[src/rtl/edge_scan_controller.sv]
// Window scan sequencer for the 3-row sample buffer and Sobel compute stage.
// Optional watchdog on the FILL/CALC_WAIT waits is enabled with `define SCAN_WDOG_EN.
module edge_scan_controller #(
  parameter int PIX_W      = 20,
  parameter int DIM_W      = 12,
  parameter int STEP       = 2,
  parameter int WDOG_LIMIT = 1024
) (
  input  logic             clk,
  input  logic             n_rst,
  input  logic             start,
  input  logic             abort,
  input  logic [DIM_W-1:0] image_width,
  input  logic [DIM_W-1:0] image_height,
  output logic [PIX_W-1:0] ED_rpixNum,
  output logic             fill_buff,
  input  logic             buff_filled,
  output logic             calc_start,
  input  logic             calc_done,
  output logic [PIX_W-1:0] out_pixNum,
  output logic             busy,
  output logic             done,
  output logic             cfg_err
);

  typedef enum logic [2:0] {
    S_IDLE      = 3'd0,
    S_FILL      = 3'd1,
    S_CALC_GO   = 3'd2,
    S_CALC_WAIT = 3'd3,
    S_ADVANCE   = 3'd4,
    S_RELEASE   = 3'd5,
    S_FINISH    = 3'd6
  } state_t;

  state_t           state_q;
  state_t           state_nxt;

  logic [DIM_W-1:0] width_q;
  logic [DIM_W-1:0] height_q;
  logic [DIM_W-1:0] col_q;
  logic [DIM_W-1:0] row_q;
  logic [PIX_W-1:0] row_base_q;
  logic [PIX_W-1:0] out_pix_q;
  logic             cfg_err_q;

  logic             cfg_ok;
  logic             last_col;
  logic             last_row;
  logic [DIM_W-1:0] col_lim;
  logic [DIM_W:0]   col_step;
  logic             clamp;

  logic             accept;
  logic             load_out;
  logic             step_win;
  logic             wdog_hit;
  logic             wdog_fire;

  assign cfg_ok   = (image_width >= DIM_W'(4)) && (image_height >= DIM_W'(3));
  assign col_lim  = width_q - DIM_W'(4);
  assign last_col = (col_q == col_lim);
  assign last_row = (row_q == (height_q - DIM_W'(3)));
  // Compare one bit wider so col+STEP cannot wrap on large widths.
  assign col_step = {1'b0, col_q} + (DIM_W+1)'(STEP);
  assign clamp    = (col_step > {1'b0, col_lim});

  assign ED_rpixNum = row_base_q + PIX_W'(col_q);
  assign out_pixNum = out_pix_q;
  assign busy       = (state_q != S_IDLE);
  assign cfg_err    = cfg_err_q;

`ifdef SCAN_WDOG_EN
  localparam int WD_W = $clog2(WDOG_LIMIT + 1);

  logic [WD_W-1:0] wdog_q;
  logic            wdog_run;

  assign wdog_run = (state_q == S_FILL) || (state_q == S_CALC_WAIT);
  assign wdog_hit = wdog_run && (wdog_q == WD_W'(WDOG_LIMIT - 1));

  always_ff @(posedge clk or negedge n_rst) begin
    if (!n_rst) begin
      wdog_q <= '0;
    end else if (!wdog_run || (state_nxt != state_q)) begin
      wdog_q <= '0;
    end else begin
      wdog_q <= wdog_q + WD_W'(1);
    end
  end
`else
  // No watchdog: the waits in FILL and CALC_WAIT are unbounded.
  assign wdog_hit = (WDOG_LIMIT < 0);
`endif

  always_ff @(posedge clk or negedge n_rst) begin
    if (!n_rst) begin
      state_q <= S_IDLE;
    end else begin
      state_q <= state_nxt;
    end
  end

  always_comb begin
    state_nxt  = state_q;
    fill_buff  = 1'b0;
    calc_start = 1'b0;
    done       = 1'b0;
    accept     = 1'b0;
    load_out   = 1'b0;
    step_win   = 1'b0;
    wdog_fire  = 1'b0;

    case (state_q)
      S_IDLE: begin
        if (start) begin
          accept    = 1'b1;
          state_nxt = cfg_ok ? S_FILL : S_FINISH;
        end
      end
      S_FILL: begin
        fill_buff = 1'b1;
        if (buff_filled) begin
          load_out  = 1'b1;
          state_nxt = S_CALC_GO;
        end else if (wdog_hit) begin
          wdog_fire = 1'b1;
          state_nxt = S_IDLE;
        end
      end
      S_CALC_GO: begin
        calc_start = 1'b1;
        state_nxt  = S_CALC_WAIT;
      end
      S_CALC_WAIT: begin
        if (calc_done) begin
          state_nxt = S_ADVANCE;
        end else if (wdog_hit) begin
          wdog_fire = 1'b1;
          state_nxt = S_IDLE;
        end
      end
      S_ADVANCE: begin
        if (last_col && last_row) begin
          state_nxt = S_FINISH;
        end else begin
          step_win  = 1'b1;
          state_nxt = S_RELEASE;
        end
      end
      // Never re-request a fill while the buffer still shows the old one.
      S_RELEASE: begin
        if (!buff_filled) begin
          state_nxt = S_FILL;
        end
      end
      S_FINISH: begin
        done      = !cfg_err_q;
        state_nxt = S_IDLE;
      end
      default: begin
        state_nxt = S_IDLE;
      end
    endcase

    // Abort wins over everything, including a same-cycle start.
    if (abort) begin
      state_nxt = S_IDLE;
      done      = 1'b0;
      accept    = 1'b0;
      load_out  = 1'b0;
      step_win  = 1'b0;
      wdog_fire = 1'b0;
    end
  end

  always_ff @(posedge clk or negedge n_rst) begin
    if (!n_rst) begin
      width_q    <= '0;
      height_q   <= '0;
      col_q      <= '0;
      row_q      <= '0;
      row_base_q <= '0;
      out_pix_q  <= '0;
      cfg_err_q  <= 1'b0;
    end else begin
      if (accept) begin
        width_q    <= image_width;
        height_q   <= image_height;
        col_q      <= '0;
        row_q      <= '0;
        row_base_q <= '0;
        cfg_err_q  <= !cfg_ok;
      end
      if (wdog_fire) begin
        cfg_err_q <= 1'b1;
      end
      if (load_out) begin
        out_pix_q <= ED_rpixNum + PIX_W'(width_q) + PIX_W'(1);
      end
      // The final window of a row is clamped so the right edge is always covered.
      if (step_win) begin
        if (last_col) begin
          col_q      <= '0;
          row_q      <= row_q + DIM_W'(1);
          row_base_q <= row_base_q + PIX_W'(width_q);
        end else if (clamp) begin
          col_q <= col_lim;
        end else begin
          col_q <= col_q + DIM_W'(STEP);
        end
      end
    end
  end

endmodule
[config.mk]
export PLATFORM = sky130hd
export DESIGN_NAME = edge_scan_controller
export DESIGN_NICKNAME = d
export VERILOG_FILES = /design/src/rtl/edge_scan_controller.sv
export SDC_FILE = /design/constraint.sdc
export NUM_CORES = 1
export LEC_CHECK = 0
export ABC_CLOCK_PERIOD_IN_PS = 4430
export BUFFER_PORTS_ARGS = -buffer_cell sky130_fd_sc_hd__buf_4
export CAP_MARGIN = 5
export CORE_MARGIN = 2
export CORE_UTILIZATION = 55
export CTS_BUF_LIST = sky130_fd_sc_hd__clkbuf_8
export DETAILED_ROUTE_END_ITERATION = 10
export PLACE_DENSITY = 0.77
export REMOVE_ABC_BUFFERS = 1
export SLEW_MARGIN = 20
export SYNTH_ARGS = -nofsm -noshare
export SYNTH_HDL_FRONTEND = slang
export SYNTH_SLANG_ARGS = --single-unit
[constraint.sdc]
create_clock -name clk -period 4.43 [get_ports clk]
set_input_delay 0.443 -clock clk [delete_from_list [all_inputs] [get_ports clk]]
set_output_delay 0.443 -clock clk [all_outputs]
set_load 0.03 [all_outputs]
==> results.md, run 1 <==
- Syn-to-layout area delta: 12.1%
- Die width: 120 µm
- Post-DP Area: 8100 µm²
- Chip height: 120 µm
- 1st-iter DRT viols: 424
- Core Area: 13,200 µm²
- Final Hold Viols: 0
- Post-CTS setup buffer count: 0
- RR Startpoint: width_q[2]$_DFFE_PN0P_
- Netlist Area Pre-Place: 7420 µm²
- Remaining DRCs: 0
- Top post-synthesis cells by count: nand2_1, dfrtp_1, o21ai_0, ha_1, a21oi_1
- First-pass iteration count of the detailed router: 5
- Top sig layer: met4
- WP data arrival: 4.45 ns
- Final setup vio count: 0
- Routed wl met3: 1.25 mm
- Synth Register Bits: 92
- WL met2: 8.03 mm
- Syn Inst Count: 888
- Synth Area per Inst: 8.35 µm²
- WS Path Type: register to register
- Total power: 3.45 mW
- Max-slew violations: 0
- Largest net degree at the start of global routing: 55
- Post-synth top area cell: dfrtp_1
- Post-synthesis share of cell area spent on full adders, half adders and majority gates: 9.75%
- Routed WL: 17.9 mm
- Dpl hpwl: 13.6 mm
- CTS root buf: clkbuf_8
- Clk_skew: 0.0119 ns
- Post-synth EDFFs: 0
- Vias per cell: 5.95
- PwrDens: 415 nW/µm²
- Max cap viols: 0
- Synth top area share: 31.0%
- CP Launch Point: width_q[2]$_DFFE_PN0P_
- Final RePlAce weighted congestion: 0.924
- CTS Buf Count: 9
- Yosys warning total: 0
- Post-layout nets: 1,027
- Most frequent cell after synthesis: nand2_1
- CTS Buffer Depth: 2
- Post-synthesis mux area share: 1.75%
- Seq/Total Area, Yosys: 31.0%
- Final antenna-violating net count: 0
- # port buffers: 74
- H-Tree Depth: 3
- Slew headroom: 25.8%
- Vias in the first global route: 6,262
- GRT Total Usage: 26.4%
- Global-route wire length before repair: 30.4 mm
- M1 WL: 8.19 mm
- Leak pwr: 4.00 nW
- WP data required: 4.75 ns
- Initial antenna violation count: 0
- Top_reg_cell synth: dfrtp_1
- Compound-Gate Fraction of Synth Area: 20.9%
- Top Ports: 75
- Minimum clock period: 4.13 ns
- Register clock-pin slew on the reported worst setup and hold paths: 0.09 ns
- Final hold slack: 0.0978 ns
- CTS tree: done
- XOR/XNOR Fraction of Synth Area: 9.23%
- FP Rows: 42
- Kind of start point of the critical path: register
- Crit. End Element: register
- Max Clock Freq: 242 MHz
- Final TNS setup: 0 ns
- Design Area, Final: 8310 µm²
- Starting Density: 56.2%
- Final worst path period share: 93.2%
- RSZ-0062 raised after global routing: false
- R2R Setup Slk: 0.30 ns
- Routed len/inst: 16.0 µm
- Gr ovfl total: 0
- Top post-synthesis cells by area: dfrtp_1, ha_1, nand2_1, xnor2_1, xor2_1
- Total die area: 14,400 µm²
- Distinct cells, synth: 74
- Status: finished clean
- Via count: 6,671
- Antenna Cells: 0
- Layout cell share with drive strength beyond 1: 13.1%
- Peak supply drop: 0.294 mV
- Asr flop ratio synth: 100%
- Clock latency at the later pin of the worst-skew pair: 0.39 ns
- Worst slew pin tran: 1.11 ns
- Largest family of logic cells by synthesized area: simple AND/OR/NAND/NOR gates
- CTS Sinks: 92
- HP Class: input port to async pin
- Critical Path Fanout Max: 14
- Simple-gate share of the synthesized area: 23.6%
-- final timing paths --
check                                            end  cells past startpoint
min in group clk             height_q[5]$_DFFE_PN0P_                      3
setup reg to reg               col_q[10]$_DFFE_PN0P_                     13
setup / recovery               col_q[10]$_DFFE_PN0P_                     13
max in group asynchronous         row_q[9]$_DFF_PN0_                      2
hold / removal                width_q[4]$_DFFE_PN0P_                      1
hold reg to reg            out_pixNum[5]$_DFFE_PN0P_                      2
-- where the power goes --
part	switching (mW)	total [mW]	internal, mW
sequential	0.269	1.27	1.00
clock	0.315	0.620	0.305
combinational	0.889	1.56	0.669
-- per-layer routing --
metal / track usage, % / up-vias
met5: 0 / -
met2: 41.8 / 235
met1: 36.3 / 3098
li1: - / 3310
met3: 4.56 / 28
met4: 9.85 / 0
-- cells by family after synthesis --
family	Yosys count
AND/OR/NAND/NOR	344
multiplexers	12
buffers and inverters	71
flip-flops	92
XOR/XNOR	75
AO/OA/AOI/OAI	238
adder cells (fa/ha/maj)	56
-- sequential cells by signal (all words and copies together), names as in the netlist --
| signal | count |
|---|---|
| out_pixNum | 20 |
| row_base_q | 20 |
| col_q | 12 |
| height_q | 12 |
| row_q | 12 |
| width_q | 12 |
| state_q | 3 |
| cfg_err | 1 |
-- area by class of cell --
class / instances / area (µm²)
Clock inverter: 4 / 47.5
Sequential cell: 92 / 2300
Tap cell: 176 / 220
Clock buffer: 12 / 165
Timing Repair Buffer: 84 / 631
Inverter: 29 / 109
Fill cell: 1178 / 4880
Multi-Input combinational cell: 725 / 4840
-- per-stage QoR --
stage          cells  setup slack [ns]  util [%]
6_report        1122             0.300      63.0
4_1_cts         1122             0.364      63.0
2_1_floorplan    846             0.516         -
3_3_place_gp    1106             0.524      61.4
5_1_grt         1122            0.0149      63.0
3_5_place_dp    1106             0.393      61.4
-- what timing repair did --
item,CTS,global route
hold buffers,0,0
endpoints found under the setup margin,0,1
resized for setup,0,1
-- cell usage in the layout (no fill, tap or decap), drive strengths merged, types with 4 or more instances in the layout --
cell type | Yosys | layout
nor4 | 17 | 17
buf | 7 | 84
mux2i | 7 | 7
nor2 | 37 | 37
and3 | 14 | 14
or4 | 5 | 5
a21o | 24 | 24
xor2 | 34 | 34
nor3 | 19 | 19
mux2 | 5 | 5
o21ai | 70 | 70
or2 | 10 | 10
nand3 | 44 | 44
nand4 | 8 | 8
ha | 53 | 53
and2 | 9 | 9
o31ai | 11 | 11
clkbuf | 35 | 12
a22o | 9 | 9
a32o | 4 | 4
inv | 29 | 30
dfrtp | 92 | 92
nor2b | 11 | 11
a21oi | 51 | 51
o21bai | 5 | 5
nand3b | 4 | 4
a31oi | 11 | 11
or3 | 9 | 9
a211oi | 8 | 8
o32ai | 5 | 5
o2bb2ai | 4 | 4
o21a | 4 | 4
xnor2 | 39 | 39
nand2b | 25 | 25
a211o | 5 | 5
nand2 | 121 | 121
-- worst max-delay path: stages, from the launching register on --
cell	delay, ns
dfrtp_1	0.50
inv_1	0.12
ha_1	0.21
or4b_4	0.53
or4_4	0.47
xor2_1	0.19
ha_1	0.33
nand2_1	0.07
nor3_1	0.25
nand4_1	0.16
a32o_1	0.35
or2_2	0.45
o32ai_1	0.27
a22o_1	0.18
(Power assumes the default switching activity.)
==> inputs of run 2 (changes only) <==
Settings changed: ABC_CLOCK_PERIOD_IN_PS 4430 to 4200.
Clock period 4.43 ns to 4.2 ns, I/O delays scaled along.
==> results.md, run 2 (synthesis gave the netlist of run 1 again) <==
- Cts hold-fix bufs: 0 (unchanged)
- Antenna Cells: 0 (unchanged)
- Remaining DRCs: 0 (unchanged)
- Register clock-pin slew on the reported worst setup and hold paths: 0.09 ns (about the same)
- CTS Buffer Depth: 2 (unchanged)
- Total die area: 14,400 µm² (unchanged)
- Final RePlAce weighted congestion: 0.911 (-1.3%)
- Chip height: 120 µm (unchanged)
- Minimum clock period: 3.97 ns (-0.163 ns)
- Vias per cell: 6.00 (+0.84%)
- CTS root buf: clkbuf_8
- Final setup vio count: 0 (unchanged)
- Final antenna-violating net count: 0 (unchanged)
- # port buffers: 74 (unchanged)
- Peak supply drop: 0.298 mV (+1.2%)
- Post-DP Area: 8160 µm² (+0.74%)
- CTS Buf Count: 9 (unchanged)
- WS Path Type: register to register
- Gr ovfl total: 0 (unchanged)
- Vias in the first global route: 6,377 (+1.8%)
- Most frequent cells in the layout: nand2_1, dfrtp_1, buf_4, o21ai_0, ha_1
- Routed len/inst: 16.3 µm (+2.1%)
- Global-route wire length before repair: 31.3 mm (+2.9%)
- CTS tree: done
- Syn-to-layout area delta: 13.3%
- WP data required: 4.52 ns (-0.23 ns)
- GRT Total Usage: 27.0% (+0.52 points)
- Max Clock Freq: 252 MHz (+4.1%)
- Final Hold Viols: 0 (unchanged)
- Kind of start point of the critical path: register
- Int Pwr: 2.16 mW (+9.5%)
- Post-layout nets: 1,035 (+0.78%)
- RSZ-0062 raised after global routing: false
- Leak pwr: 4.05 nW (+1.4%)
- # fillers: 1,189 (+0.93%)
- Net switching power: 1.57 mW (+6.7%)
- Critical Path Fanout Max: 14 (unchanged)
- Max cap viols: 0 (unchanged)
- Final hold slack: 0.107 ns (+0.00890 ns)
- Via count: 6,775 (+1.6%)
- Sw frac: 42.1% (-0.62 points)
- Crit. End Element: register
- Largest net degree at the start of global routing: 61 (+11%)
- Final worst path period share: 94.4% (+1.2 points)
- Multi-input logic area: 4840 µm² (about the same)
- FF+latch area: 2300 µm² (unchanged)
- Design Area, Final: 8400 µm² (+1.0%)
- Dpl hpwl: 14.0 mm (+2.8%)
- Worst slew pin tran: 0.879 ns (-0.230 ns)
- Initial antenna violation count: 0 (unchanged)
- Clock latency at the later pin of the worst-skew pair: 0.38 ns (about the same)
- WP data arrival: 4.28 ns (-0.17 ns)
- Clk_skew: 0.0108 ns (-0.00106 ns)
- Combinational share of power: 45.8% (+0.6 points)
- First-pass iteration count of the detailed router: 5 (unchanged)
- 1st-iter DRT viols: 509 (+20%)
- H-Tree Depth: 3 (unchanged)
- Post-CTS setup buffer count: 0 (unchanged)
- Status: finished clean
- Sequential share of power: 35.3% (-1.5 points)
- Slew headroom: 41.4% (+16 points)
- Core Area: 13,200 µm² (unchanged)
- Final TNS setup: 0 ns (unchanged)
- Clk pwr share: 18.9% (+0.9 points)
- CTS Sinks: 92 (unchanged)
- HP Class: input port to async pin
- Most common cell after layout, fill and taps aside: nand2_1
- Starting Density: 56.2% (unchanged)
- Layout cell share with drive strength beyond 1: 13.9% (+0.83 points)
- Top Ports: 75 (unchanged)
- PwrDens: 445 nW/µm² (+7.2%)
- Routed WL: 18.4 mm (+2.8%)
- Number of gates resized after CTS: 0 (unchanged)
- Die width: 120 µm (unchanged)
- FP Rows: 42 (unchanged)
- Max-slew violations: 0 (unchanged)
run 2: layout make-up:
cell class / count / share of cell area [%]
multi-input combinational: 725 / 57.6
clock inverter: 4 / 0.849
inverter: 29 / 1.30
sequential: 92 / 27.4
clock buffer: 12 / 1.97
tap: 176 / 2.62
timing repair buffer: 92 / 8.22
run 2: worst paths after layout:
kind                                            from                   endpoint  slack [ns]  cells past startpoint
setup / recovery              width_q[2]$_DFFE_PN0P_      col_q[10]$_DFFE_PN0P_        0.23                     13
hold / removal                                 n_rst       col_q[8]$_DFFE_PN0P_        0.11                      1
setup reg to reg              width_q[2]$_DFFE_PN0P_      col_q[10]$_DFFE_PN0P_        0.23                     13
hold reg to reg            out_pixNum[5]$_DFFE_PN0P_  out_pixNum[5]$_DFFE_PN0P_        0.47                      2
max in group asynchronous                      n_rst   row_base_q[11]$_DFF_PN0_        3.15                      2
min in group clk                      image_width[4]     width_q[4]$_DFFE_PN0P_        0.24                      3
run 2: critical path, stage by stage, from the launching register on:
cell and delay (ns):
dfrtp_1 0.49, inv_1 0.11, ha_1 0.21, or4b_4 0.52
or4_4 0.46, xor2_1 0.18, ha_1 0.34, nand2_1 0.07
nor3_1 0.26, nand4_1 0.17, a32o_2 0.33, or2_4 0.32
o32ai_1 0.25, a22o_1 0.17
run 2: layer usage:
layer	GRT usage (%)	wire length [µm]	vias up
li1	-	-	3332
met1	36.8	8420	3195
met2	43.4	8360	215
met3	4.04	1170	33
met4	9.93	467	0
met5	0	0	-
run 2: power by group through the flow:
stage	combinational [mW]	sequential, mW	clock (mW)
finish	1.71	1.32	0.706
global route	1.90	1.35	0.755
CTS	1.70	1.31	0.720
detailed placement	1.69	1.33	0
global placement	1.66	1.32	0
floorplan	1.10	1.40	0
run 2: through the flow:
| step | total power [mW] | instances | worst slack [ns] | utilization [%] |
|---|---|---|---|---|
| floorplan | 2.49 | 846 | 0.286 | - |
| global placement | 2.98 | 1114 | 0.312 | 61.8 |
| detailed placement | 3.01 | 1114 | 0.179 | 61.8 |
| CTS | 3.73 | 1130 | 0.152 | 63.6 |
| global route | 4.01 | 1130 | 0.0656 | 63.7 |
| finish | 3.73 | 1130 | 0.233 | 63.7 |
==> inputs of run 3 (changes only) <==
Settings changed: REMOVE_ABC_BUFFERS 1 to not set.
==> results.md, run 3 (synthesis gave the netlist of run 1 again) <==
- CTS root buf: clkbuf_8
- Number of gates resized after CTS: 0 (unchanged)
- Sw frac: 42.8% (+0.69 points)
- Max cap viols: 0 (unchanged)
- Final TNS setup: 0 ns (unchanged)
- Vias per cell: 5.92 (-1.2%)
- Sequential share of power: 36.0% (+0.7 points)
- Max Clock Freq: 258 MHz (+2.3%)
- HP Class: input port to async pin
- Via count: 6,675 (-1.5%)
- Combinational share of power: 45.2% (-0.6 points)
- Kind of start point of the critical path: register
- # port buffers: 74 (unchanged)
- Final antenna-violating net count: 0 (unchanged)
- Clock latency at the later pin of the worst-skew pair: 0.39 ns (about the same)
- Int Pwr: 2.12 mW (-1.7%)
- Largest net degree at the start of global routing: 68 (+11%)
- Final worst path period share: 92.3% (-2.1 points)
- Global-route wire length before repair: 29.7 mm (-5.1%)
- Final Hold Viols: 0 (unchanged)
- Starting Density: 56.2% (unchanged)
- CTS Buf Count: 9 (unchanged)
- Most common cell after layout, fill and taps aside: nand2_1
- Chip height: 120 µm (unchanged)
- Total power: 3.71 mW (-0.53%)
- Register clock-pin slew on the reported worst setup and hold paths: 0.09 ns (about the same)
- Syn-to-layout area delta: 12.8%
- Util after Layout: 63.4% (-0.27 points)
- Post-CTS setup buffer count: 0 (unchanged)
- Minimum clock period: 3.88 ns (-0.0892 ns)
- Remaining DRCs: 0 (unchanged)
- Worst slew pin tran: 0.975 ns (+0.0961 ns)
- Final RePlAce weighted congestion: 0.931 (+2.1%)
- Placed insts: 1,111 (-0.27%)
- CTS Buffer Depth: 2 (unchanged)
- FP Rows: 42 (unchanged)
- CTS tree: done
- Crit. End Element: register
- Status: finished clean
- Worst path slowest cell: or4b_4
- Layout cell share with drive strength beyond 1: 13.7% (-0.27 points)
- Final Non-Filler Cells: 1,127 (-0.27%)
- WP buf/inv: 1 (unchanged)
- WS Path Type: register to register
- Antenna Cells: 0 (unchanged)
- Most frequent cells in the layout: nand2_1, dfrtp_1, buf_4, o21ai_0, ha_1
- Max-slew violations: 0 (unchanged)
- GRT Total Usage: 25.7% (-1.2 points)
- Top Ports: 75 (unchanged)
- Clk pwr share: 18.8% (about the same)
- Peak supply drop: 0.326 mV (+9.3%)
- 1st-iter DRT viols: 413 (-19%)
- Slew headroom: 34.7% (-6.6 points)
- Cts hold-fix bufs: 0 (unchanged)
- Critical Path Fanout Max: 14 (unchanged)
- Vias in the first global route: 6,045 (-5.2%)
- H-Tree Depth: 3 (unchanged)
- Dpl hpwl: 13.3 mm (-4.5%)
- CP max stage delay: 0.51 ns (about the same)
- Initial antenna violation count: 0 (unchanged)
- CTS Sinks: 92 (unchanged)
- WP data required: 4.48 ns (-0.04 ns)
- Core Area: 13,200 µm² (unchanged)
- RSZ-0062 raised after global routing: false
- Post-DP Area: 8140 µm² (-0.21%)
- Crit path max-delay family: simple AND/OR/NAND/NOR gates
- Routed WL: 18.0 mm (-2.4%)
- CP Cell Sequence: inv_1 > ha_1 > or4b_4 > or4_4 > xor2_1 > ha_1 > nand2_1 > nor3_1 > a21oi_1 > a21oi_1 > or2_2 > a21oi_1 > a22o_1
- Net switching power: 1.59 mW (+1.1%)
- Design Area, Final: 8360 µm² (-0.42%)
- Most frequent CP cell: a21oi_1
- Die width: 120 µm (unchanged)
- Leak pwr: 4.01 nW (-0.93%)
- Total die area: 14,400 µm² (unchanged)
- Gr ovfl total: 0 (unchanged)
- Post-layout nets: 1,032 (-0.29%)
- Final setup vio count: 0 (unchanged)
- Syn nets: 974
- Routed len/inst: 16.0 µm (-2.1%)
- PwrDens: 444 nW/µm² (-0.11%)
- Clk_skew: 0.0108 ns (-0.0000575 ns)
- First-pass iteration count of the detailed router: 5 (unchanged)
- WP data arrival: 4.16 ns (-0.12 ns)
-- run 3: cell count changes in the layout (fill, tap and decap cells not counted) --
cell and change:
nor2_1 +1, nand3_1 -1, nand3_2 +1, inv_1 -1
or2_2 +1, buf_4 -3, nor2_2 -1, clkbuf_8 -2
or2_4 -1, clkinv_2 +1, clkinvlp_4 +2, a32o_2 -1
a32o_1 +1
-- run 3: routing by layer --
metal  part of all wire, %  routed length, µm  vias to the layer above  GRT usage, %
met5                     0                  0                        -             0
met2                    45               8140                      206          40.3
li1                      -                  -                     3330             -
met1                    47               8470                     3119          36.9
met3                   6.3               1140                       20          5.13
met4                   1.3                227                        0          5.44
-- run 3: through the flow --
stage               hold WS [ns]  worst slack, ns
floorplan                  0.124            0.417
global placement           0.453            0.453
detailed placement         0.468            0.387
CTS                        0.176            0.382
global route               0.204            0.111
finish                     0.126            0.322
-- run 3: cell type report --
type	count	area [µm²]
clock buffers	10	138
clock inverters	6	87.6
fillers	1189	4830
inverters	29	109
multi-input cells	725	4840
flip-flops and latches	92	2300
well taps	176	220
repair buffers	89	668
-- run 3: worst paths after layout --
path	cells past startpoint	start	slack, ns	endpoint
worst max-delay path	13	width_q[3]$_DFFE_PN0P_	0.32	col_q[5]$_DFFE_PN0P_
worst min-delay path	1	n_rst	0.13	row_base_q[0]$_DFF_PN0_
worst max register to register	13	width_q[3]$_DFFE_PN0P_	0.32	col_q[5]$_DFFE_PN0P_
worst min register to register	2	out_pixNum[14]$_DFFE_PN0P_	0.48	out_pixNum[14]$_DFFE_PN0P_
max in group asynchronous	2	n_rst	3.21	row_base_q[5]$_DFF_PN0_
min in group clk	3	image_width[11]	0.22	width_q[11]$_DFFE_PN0P_
-- run 3: power by group through the flow --
stage	clock, mW	sequential (mW)	combinational, mW
floorplan	0	1.35	1.18
global placement	0	1.34	1.64
detailed placement	0	1.35	1.67
CTS	0.706	1.33	1.68
global route	0.747	1.37	1.87
finish	0.697	1.34	1.68
